$ cat config.mk
export PLATFORM = sky130hd
export DESIGN_NAME = gbe_rx_overflow_counter
export DESIGN_NICKNAME = d
export VERILOG_FILES = /design/src/rtl/gbe_rx_overflow_counter.sv
export SDC_FILE = /design/constraint.sdc
export NUM_CORES = 1
export LEC_CHECK = 0
export ABC_AREA = 0
export CAP_MARGIN = 20
export CELL_PAD_IN_SITES_DETAIL_PLACEMENT = 1
export CELL_PAD_IN_SITES_GLOBAL_PLACEMENT = 1
export CORE_ASPECT_RATIO = 1.1
export CORE_MARGIN = 3
export CORE_UTILIZATION = 30
export CTS_CLUSTER_SIZE = 28
export DETAILED_ROUTE_END_ITERATION = 8
export PLACE_DENSITY = 0.61
export RECOVER_POWER = 100
export SKIP_CTS_REPAIR_TIMING = 1
export SYNTH_ARGS = -nofsm -noshare
export SYNTH_HDL_FRONTEND = slang
export SYNTH_SLANG_ARGS = --single-unit
$ cat constraint.sdc
create_clock -name user_clk -period 2.2 [get_ports user_clk]
set_input_delay 0.44 -clock user_clk [delete_from_list [all_inputs] [get_ports user_clk]]
set_output_delay 0.44 -clock user_clk [all_outputs]
set_load 0.01 [all_outputs]
$ cat src/rtl/gbe_rx_overflow_counter.sv
// Overrun/bad-frame event counter for a 10GbE receive port: acknowledges each
// overrun episode once and keeps saturating (or wrapping) counts for the PPC.
module gbe_rx_overflow_counter #(
    parameter int C_CNT_WIDTH = 32,
    parameter bit C_SATURATE  = 1'b1
) (
    input  logic                   user_clk,
    input  logic                   user_rst_n,
    input  logic                   rx_overrun,
    input  logic                   rx_valid,
    input  logic                   rx_eof,
    input  logic                   rx_bad_frame,
    input  logic                   ctr_rst,
    input  logic                   ctr_en,
    output logic                   rx_overrun_ack,
    output logic [C_CNT_WIDTH-1:0] of_count,
    output logic [C_CNT_WIDTH-1:0] bad_count,
    output logic                   of_sticky
);

    typedef enum logic [1:0] {IDLE, ACK, WAIT_CLR} state_t;

    state_t state, state_nxt;
    logic   of_event;
    logic   bad_event;

    localparam logic [C_CNT_WIDTH-1:0] ONE = {{(C_CNT_WIDTH-1){1'b0}}, 1'b1};

    function automatic logic [C_CNT_WIDTH-1:0] bump(input logic [C_CNT_WIDTH-1:0] v);
        if (C_SATURATE && (&v))
            return v;
        return v + ONE;
    endfunction

    always_comb begin
        state_nxt = state;
        of_event  = 1'b0;
        case (state)
            IDLE: begin
                if (rx_overrun) begin
                    state_nxt = ACK;
                    of_event  = 1'b1;
                end
            end
            ACK:      state_nxt = WAIT_CLR;
            WAIT_CLR: if (!rx_overrun) state_nxt = IDLE;
            default:  state_nxt = IDLE;
        endcase
    end

    assign bad_event = rx_valid & rx_eof & rx_bad_frame & ctr_en;

    always_ff @(posedge user_clk or negedge user_rst_n) begin
        if (!user_rst_n)
            state <= IDLE;
        else
            state <= state_nxt;
    end

    // Ack is registered from the ACK state so it lags the count by one edge.
    always_ff @(posedge user_clk or negedge user_rst_n) begin
        if (!user_rst_n)
            rx_overrun_ack <= 1'b0;
        else
            rx_overrun_ack <= (state == ACK);
    end

    // Software clear wins over any coincident event; the FSM is unaffected.
    always_ff @(posedge user_clk or negedge user_rst_n) begin
        if (!user_rst_n) begin
            of_count  <= '0;
            bad_count <= '0;
            of_sticky <= 1'b0;
        end else if (ctr_rst) begin
            of_count  <= '0;
            bad_count <= '0;
            of_sticky <= 1'b0;
        end else begin
            if (of_event && ctr_en)
                of_count <= bump(of_count);
            if (bad_event)
                bad_count <= bump(bad_count);
            if (of_event)
                of_sticky <= 1'b1;
        end
    end

endmodule

# Yosys cells after proc, flatten, opt, wreduce, memory -nomap -nowiden
# Index checks and enable logic that the tools add are counted.
# totals
reg_bits	68
output_inout_bits	66
wordCells	45
# classes
addsub	2
muxes	19
eq_ne	6
reduce_logical	10
n_bitwise	3
# op_table
operator	n
$mux 32	6
$add 32x1->32 const B	2
$reduce_and 32->1	2
$mux 1	10
$ne 3x3->1 const B	2
$pmux 2 s3	1
$reduce_and 2->1	3
$reduce_bool 2->1	3
$mux 2	2
$ne 2x2->1 const B	2
$and 1x1->1	3
$eq 2x1->1 const B	1
$eq 2x2->1 const B	1
$logic_not 2->1	1
$logic_and 1x1->1	1

# Longest topological paths before layout
# Gate-level depths: netlist (run 1).
# logic_depth
ltp_word	8
mapped_depth	8
mapped_depth_nobuf	6

# Worst setup path after synthesis (run 1)
# OpenSTA, ideal clock, no wires.
# synth_timing
kind	flip-flop to flip-flop
startpoint	register of_count[0]
endpoint	register of_count[12]
n_path_buf	1
path_slack_ns	0.094
stages_incl_launch_ff	8
arrival_ns	1.981
path_cell_list	dfrtp_1 ha_1 nand4_1 or4_4 nor3_4 buf_6 nor4_2 mux2_4
# synth_between
elab_chain_cells	6
# synth_lines
element	line_no	text
start: declaration	16	output logic [C_CNT_WIDTH-1:0] of_count,
start signal: assignment	80	of_count <= bump(of_count);
branches (longest 6 deep; another with $add 32x1->32)	n/a	
# Several ways; the timed one is not identified. The select of a mux whose other input is x is not followed.
# A chain may end at the register's enable or synchronous reset.

# Worst setup path after layout (run 1)
# layout_timing
startpoint	register bad_count[0]
endpoint	register bad_count[9]
# layout_between
elab_chain_cells	6
# layout_lines
element	line_no	text
start: declaration	17	output logic [C_CNT_WIDTH-1:0] bad_count,
start signal: assignment	82	bad_count <= bump(bad_count);
branches (longest 6 deep; another with $add 32x1->32)	n/a	
# Several ways; the timed one is not identified. The select of a mux whose other input is x is not followed.

==> results of run 1 <==
[final cells by class]
type	instances	area [um^2]
fill	1449	7180
timing repair buffer	141	1250
tap	157	196
inverter	8	30.0
clock buffer	11	243
clock inverter	5	75.1
multi-input combinational	319	2120
sequential	68	1710
[metal layers]
layer	wire, um	vias to the layer above
li1	-	1835
met2	6240	63
met3	388	15
met5	0	-
met1	5260	1929
met4	189	0
[cells in the mapped netlist (4+ instances only)]
cell type / number / share of area
dfrtp_1: 68 / 0.43
a21oi_1: 40 / 0.050
nor2_1: 30 / 0.028
nand2_1: 28 / 0.026
nand3_1: 24 / 0.030
o31ai_1: 20 / 0.038
o21ai_0: 19 / 0.024
or4_1: 17 / 0.032
or3_1: 16 / 0.025
nand4_1: 15 / 0.023
nor2b_1: 14 / 0.022
xnor2_1: 10 / 0.022
nor4_1: 9 / 0.014
clkbuf_1: 8 / 0.0075
inv_1: 8 / 0.0075
and3_1: 6 / 0.0094
and4_1: 6 / 0.013
or4_2: 6 / 0.013
clkbuf_8: 4 / 0.014
mux2_2: 4 / 0.011
[per-stage QoR]
step / std cells / utilization / worst slack [ns]
floorplan: 415 / - / 0.0935
global placement: 688 / 0.411 / -0.241
detailed placement: 688 / 0.411 / -0.291
CTS: 704 / 0.436 / 0.0178
global route: 709 / 0.439 / 0.0106
finish: 709 / 0.439 / 0.119
[logic make-up (layout without fill, tap and decap cells)]
logic type	Yosys count	in the layout	synth area share
DFF	68	68	0.426
adders and majority gates	2	2	0.00626
muxes	9	9	0.0273
and+or+nand+nor	203	203	0.321
buffers and inverters	28	165	0.0479
xor gates and xnor gates	12	12	0.0263
AOI/OAI and AO/OA	93	93	0.145
[power groups by stage]
stage,clock [mW],sequential [mW],combinational (mW)
after global placement,0,1.32,0.239
final,1.58,1.30,0.232
after floorplan,0,1.33,0.108
after CTS,1.62,1.30,0.246
after detailed placement,0,1.32,0.246
after global routing,1.67,1.30,0.259
[worst max-delay path by stage]
stage	startpoint	to	slack [ns]	cells past startpoint
finish	bad_count[0]	bad_count[9]	0.12	6
CTS	bad_count[0]	bad_count[8]	0.02	7
detailed placement	ctr_en	of_count[29]	-0.29	7
global route	bad_count[0]	bad_count[8]	0.01	7
floorplan	of_count[0]	of_count[12]	0.09	7
global placement	ctr_en	of_count[30]	-0.24	7
[placed cells by master, fill, tap and decap left out, drive strengths merged, types with 2 or more instances in the layout]
master          n
dlymetal6s2s    2
nor4b           2
dfrtp          68
and2            3
nand2b          3
o21ai          20
o2111ai         3
bufinv          2
nor3            4
mux2            9
buf            61
and4            7
or3            17
a31o            3
clkbuf         20
clkdlybuf4s50   3
xor2            2
xnor2          10
or4            25
o31ai          20
or2             3
dlygate4sd3    66
inv             8
and3            6
nand4          17
nor2           30
nand3          25
nand2          28
clkinv          3
a21oi          40
ha              2
nor4           14
nor2b          14
a31oi           3
[registers in the layout, indices dropped and copies added (netlist names)]
signal and flops:
bad_count 32, of_sticky 1, rx_overrun_ack 1, state 2, of_count 32
[worst max-delay path: stages (launching register included)]
cell     delay (ns)
dfrtp_1        0.39
ha_1           0.23
and4_1         0.26
and4_1         0.19
a31o_4         0.31
or4_1          0.48
a21oi_1        0.15
==> qor.yml, run 1 <==
global_route:
  met1_usage: 0.208
  use_met3: 0.0336
  antenna_found_initial: 0
  grt_max_degree: 54
  grt.total_usage: 0.173
  grt_util_met2: 0.304
  grt_pass1_wl_um: 20400
  grt.overflow.total: 0
  grt_most_used_layer: "met2"
  grt_pass1_vias: 4069
worst_setup_path:
  worstPathMaxFanout: 21
  critPathKind: "reg -> reg"
  reg2reg_to: "bad_count[9]"
  reg2reg_setup_slack_ns: 0.12
  critPathArrivalTime_ns: 2.35
  r2r-start: "bad_count[0]"
  cp-end-kind: "flop"
  worstSetupStartpointType: "flop"
  r2r_cells: 6
  required_ns: 2.47
job:
  max-cap-violations: 0
logic_synthesis:
  synthCells: 415
  yosysSeqAreaShare: 0.426
  synth_nets: 425
  async_flop_share: 1.00
  synth_seq_cells: 68
  synth_warnings: 0
  synth_edf_count: 0
  syn_area_per_cell_um2: 9.62
  syn_area_um2: 3990
  synthFlopType: "dfrtp_1"
  synth.distinct_cells: 56
clock_network:
  worstSkewPairLatency_ns: 0.34
  clockBufferDepth: 2
  cts_root_buffer: "clkbuf_16"
  clk_pin_slew_worst_paths_ns: 0.06
  numCtsBuffers: 9
  cts.sinks: 68
  h-tree-depth: 3
  cts_tree: "built"
timing:
  tightest_slew_ns: 1.41
  relSlewSlack: 0.0567
  whs_ns: 0.240
  fmax_ghz: 0.480
  post-route-min-period_ns: 2.08
  setup_viol: 0
  period_share: 0.946
  hold_violations: 0
  rsz0062_at_grt: "false"
  clock_skew_ns: 0.00451
  setup_tns_ns: 0
  drv_slew: 0
pwr:
  combPwrFrac: 0.074
  power_switching_share: 0.230
  clkPwrFrac: 0.508
  switching_power_mw: 0.715
  ir_drop_mv: 0.244
  pwr-share-seq: 0.418
  p_leak_nw: 2.45
  power.total_mw: 3.11
  pwr_density_cell_nw_per_um2: 553
  internal_power_mw: 2.39
min_path:
  hold_path.class: "in -> async"
final_layout:
  insertedDiodeCount: 0
  post_route_cells_drive_above_1_share: 0.219
  fin_nets: 557
  area_delta_synth_final_pct: 40.8
  final_cell_area_um2: 5620
routing:
  drt-total-wl_um: 12100
  vias: 3842
  detail_route.wl_per_cell_um: 17.0
  drc: 0
  first_pass_iters: 4
  first_iter_violations: 134
  ant_nets: 0
  viasPerCell: 5.42
die:
  core-area_um2: 12800
  die_h_um: 127
  rows: 43
  fp.dieW_um: 116
  dieArea_um2: 14700
  io_pins: 74
  initial_core_util: 0.312
place:
  place.port_buffers: 73
  dpl-instance-area_um2: 5260
  hpwl_um: 8900
  globalplace.congestion: 0.793
run_status:
  outcome: "finished clean"
Note: power is estimated with default switching activity, not from simulation.
==> run 2: changes to the inputs <==
CORE_ASPECT_RATIO = 0.8   (was 1.1)
TNS_END_PERCENT = 1   (was unset)
==> qor.yml, run 2 (synthesis gave the netlist of run 1 again) <==
global_route:
  grt.overflow.total: 0
  grt_pass1_vias: 3935
  grt_max_degree: 43
  antenna_found_initial: 0
  grt_pass1_wl_um: 20800
  grt.total_usage: 0.176
timing:
  fmax_ghz: 0.466
  rsz0062_at_grt: "true"
  clock_skew_ns: 0.00479
  post-route-min-period_ns: 2.15
  whs_ns: 0.309
  period_share: 0.976
  hold_violations: 0
  relSlewSlack: 0.238
  tightest_slew_ns: 1.14
  setup_viol: 0
  setup_tns_ns: 0
  drv_slew: 0
final_layout:
  area_delta_synth_final_pct: 41.3
  insertedDiodeCount: 0
  top_regs: "bad_count: 32 flops, of_count: 32 flops, state: 2 flops"
  layout_common_cells: "67 x buf_4, 64 x dfrtp_1, 52 x clkdlybuf4s50_1, 40 x a21oi_1, 30 x nor2_1"
  post_route_cells_drive_above_1_share: 0.230
  final_common_cell: "buf_4"
  fill_cells: 1449
  final_cell_area_um2: 5640
  fin_nets: 560
  final_core_util: 0.437
die:
  rows: 37
  io_pins: 74
  fp.dieW_um: 135
  core-area_um2: 12900
  initial_core_util: 0.309
  die_h_um: 109
  dieArea_um2: 14700
routing:
  detail_route.wl_per_cell_um: 17.6
  first_pass_iters: 4
  viasPerCell: 5.28
  drt-total-wl_um: 12800
  drc: 0
  vias: 3842
  first_iter_violations: 161
  ant_nets: 0
job:
  max-cap-violations: 0
pwr:
  power.total_mw: 2.94
  pwr_density_cell_nw_per_um2: 521
  p_leak_nw: 2.27
  ir_drop_mv: 0.307
place:
  hpwl_um: 9340
  place.port_buffers: 73
  dpl-instance-area_um2: 5320
  globalplace.congestion: 0.802
clock_network:
  worstSkewPairLatency_ns: 0.33
  h-tree-depth: 3
  cts_root_buffer: "clkbuf_16"
  clockBufferDepth: 2
  clk_pin_slew_worst_paths_ns: 0.06
  cts.sinks: 68
  numCtsBuffers: 9
  cts_tree: "built"
worst_setup_path:
  cp-end-kind: "flop"
  critPathArrivalTime_ns: 2.39
  worstPathMaxFanout: 33
  critPathKind: "in -> reg"
  r2r_cells: 6
  required_ns: 2.44
  r2r-start: "bad_count[0]"
  cp-startpoint: "ctr_en"
  worstSetupStartpointType: "input pin"
min_path:
  hold_path.class: "in -> async"
run_status:
  outcome: "finished clean"
[run 2: final cells by class]
type / count / area (um^2) / share of cell area
repair buffers: 144 / 1260 / 0.223
well taps: 175 / 219 / 0.0388
clock buffers: 11 / 233 / 0.0413
clock inverters: 3 / 40.0 / 0.00710
flip-flops and latches: 68 / 1710 / 0.303
multi-input cells: 319 / 2160 / 0.382
inverters: 8 / 30.0 / 0.00532
[run 2: per-layer routing]
layer | wire length (um) | vias to the layer above | track usage
met5 | 0 | - | 0
met4 | 116 | 0 | 0.0446
met3 | 360 | 11 | 0.0392
met2 | 5770 | 56 | 0.274
met1 | 6550 | 1929 | 0.250
li1 | - | 1846 | -
[run 2: stage by stage]
step | std cells | worst slack [ns]
after floorplan | 415 | 0.0935
after global placement | 713 | -0.160
after detailed placement | 713 | -0.231
after CTS | 727 | -0.00481
after global routing | 728 | -0.0706
final | 728 | 0.0521
[run 2: path summary, 6_finish.rpt]
kind	endpoint	slack (ns)
max	of_count[7]	0.05
min	of_count[5]	0.31
max reg2reg	bad_count[9]	0.08
min reg2reg	state[0]	0.50
max in group asynchronous	of_count[29]	0.52
min in group user_clk	state[0]	0.50
[run 2: critical path: stages]
cell	delay (ns)
clkdlybuf4s50_1	0.53
nand4bb_1	0.21
buf_4	0.30
or4_2	0.67
a21oi_1	0.22
[run 2: power breakdown]
part	leakage, nW	switching [mW]	total, mW	internal (mW)
Sequential	0.939	0.0227	1.30	1.28
Combinational	1.20	0.143	0.242	0.0984
Clock	0.135	0.535	1.40	0.862
Total	2.27	0.701	2.94	2.24
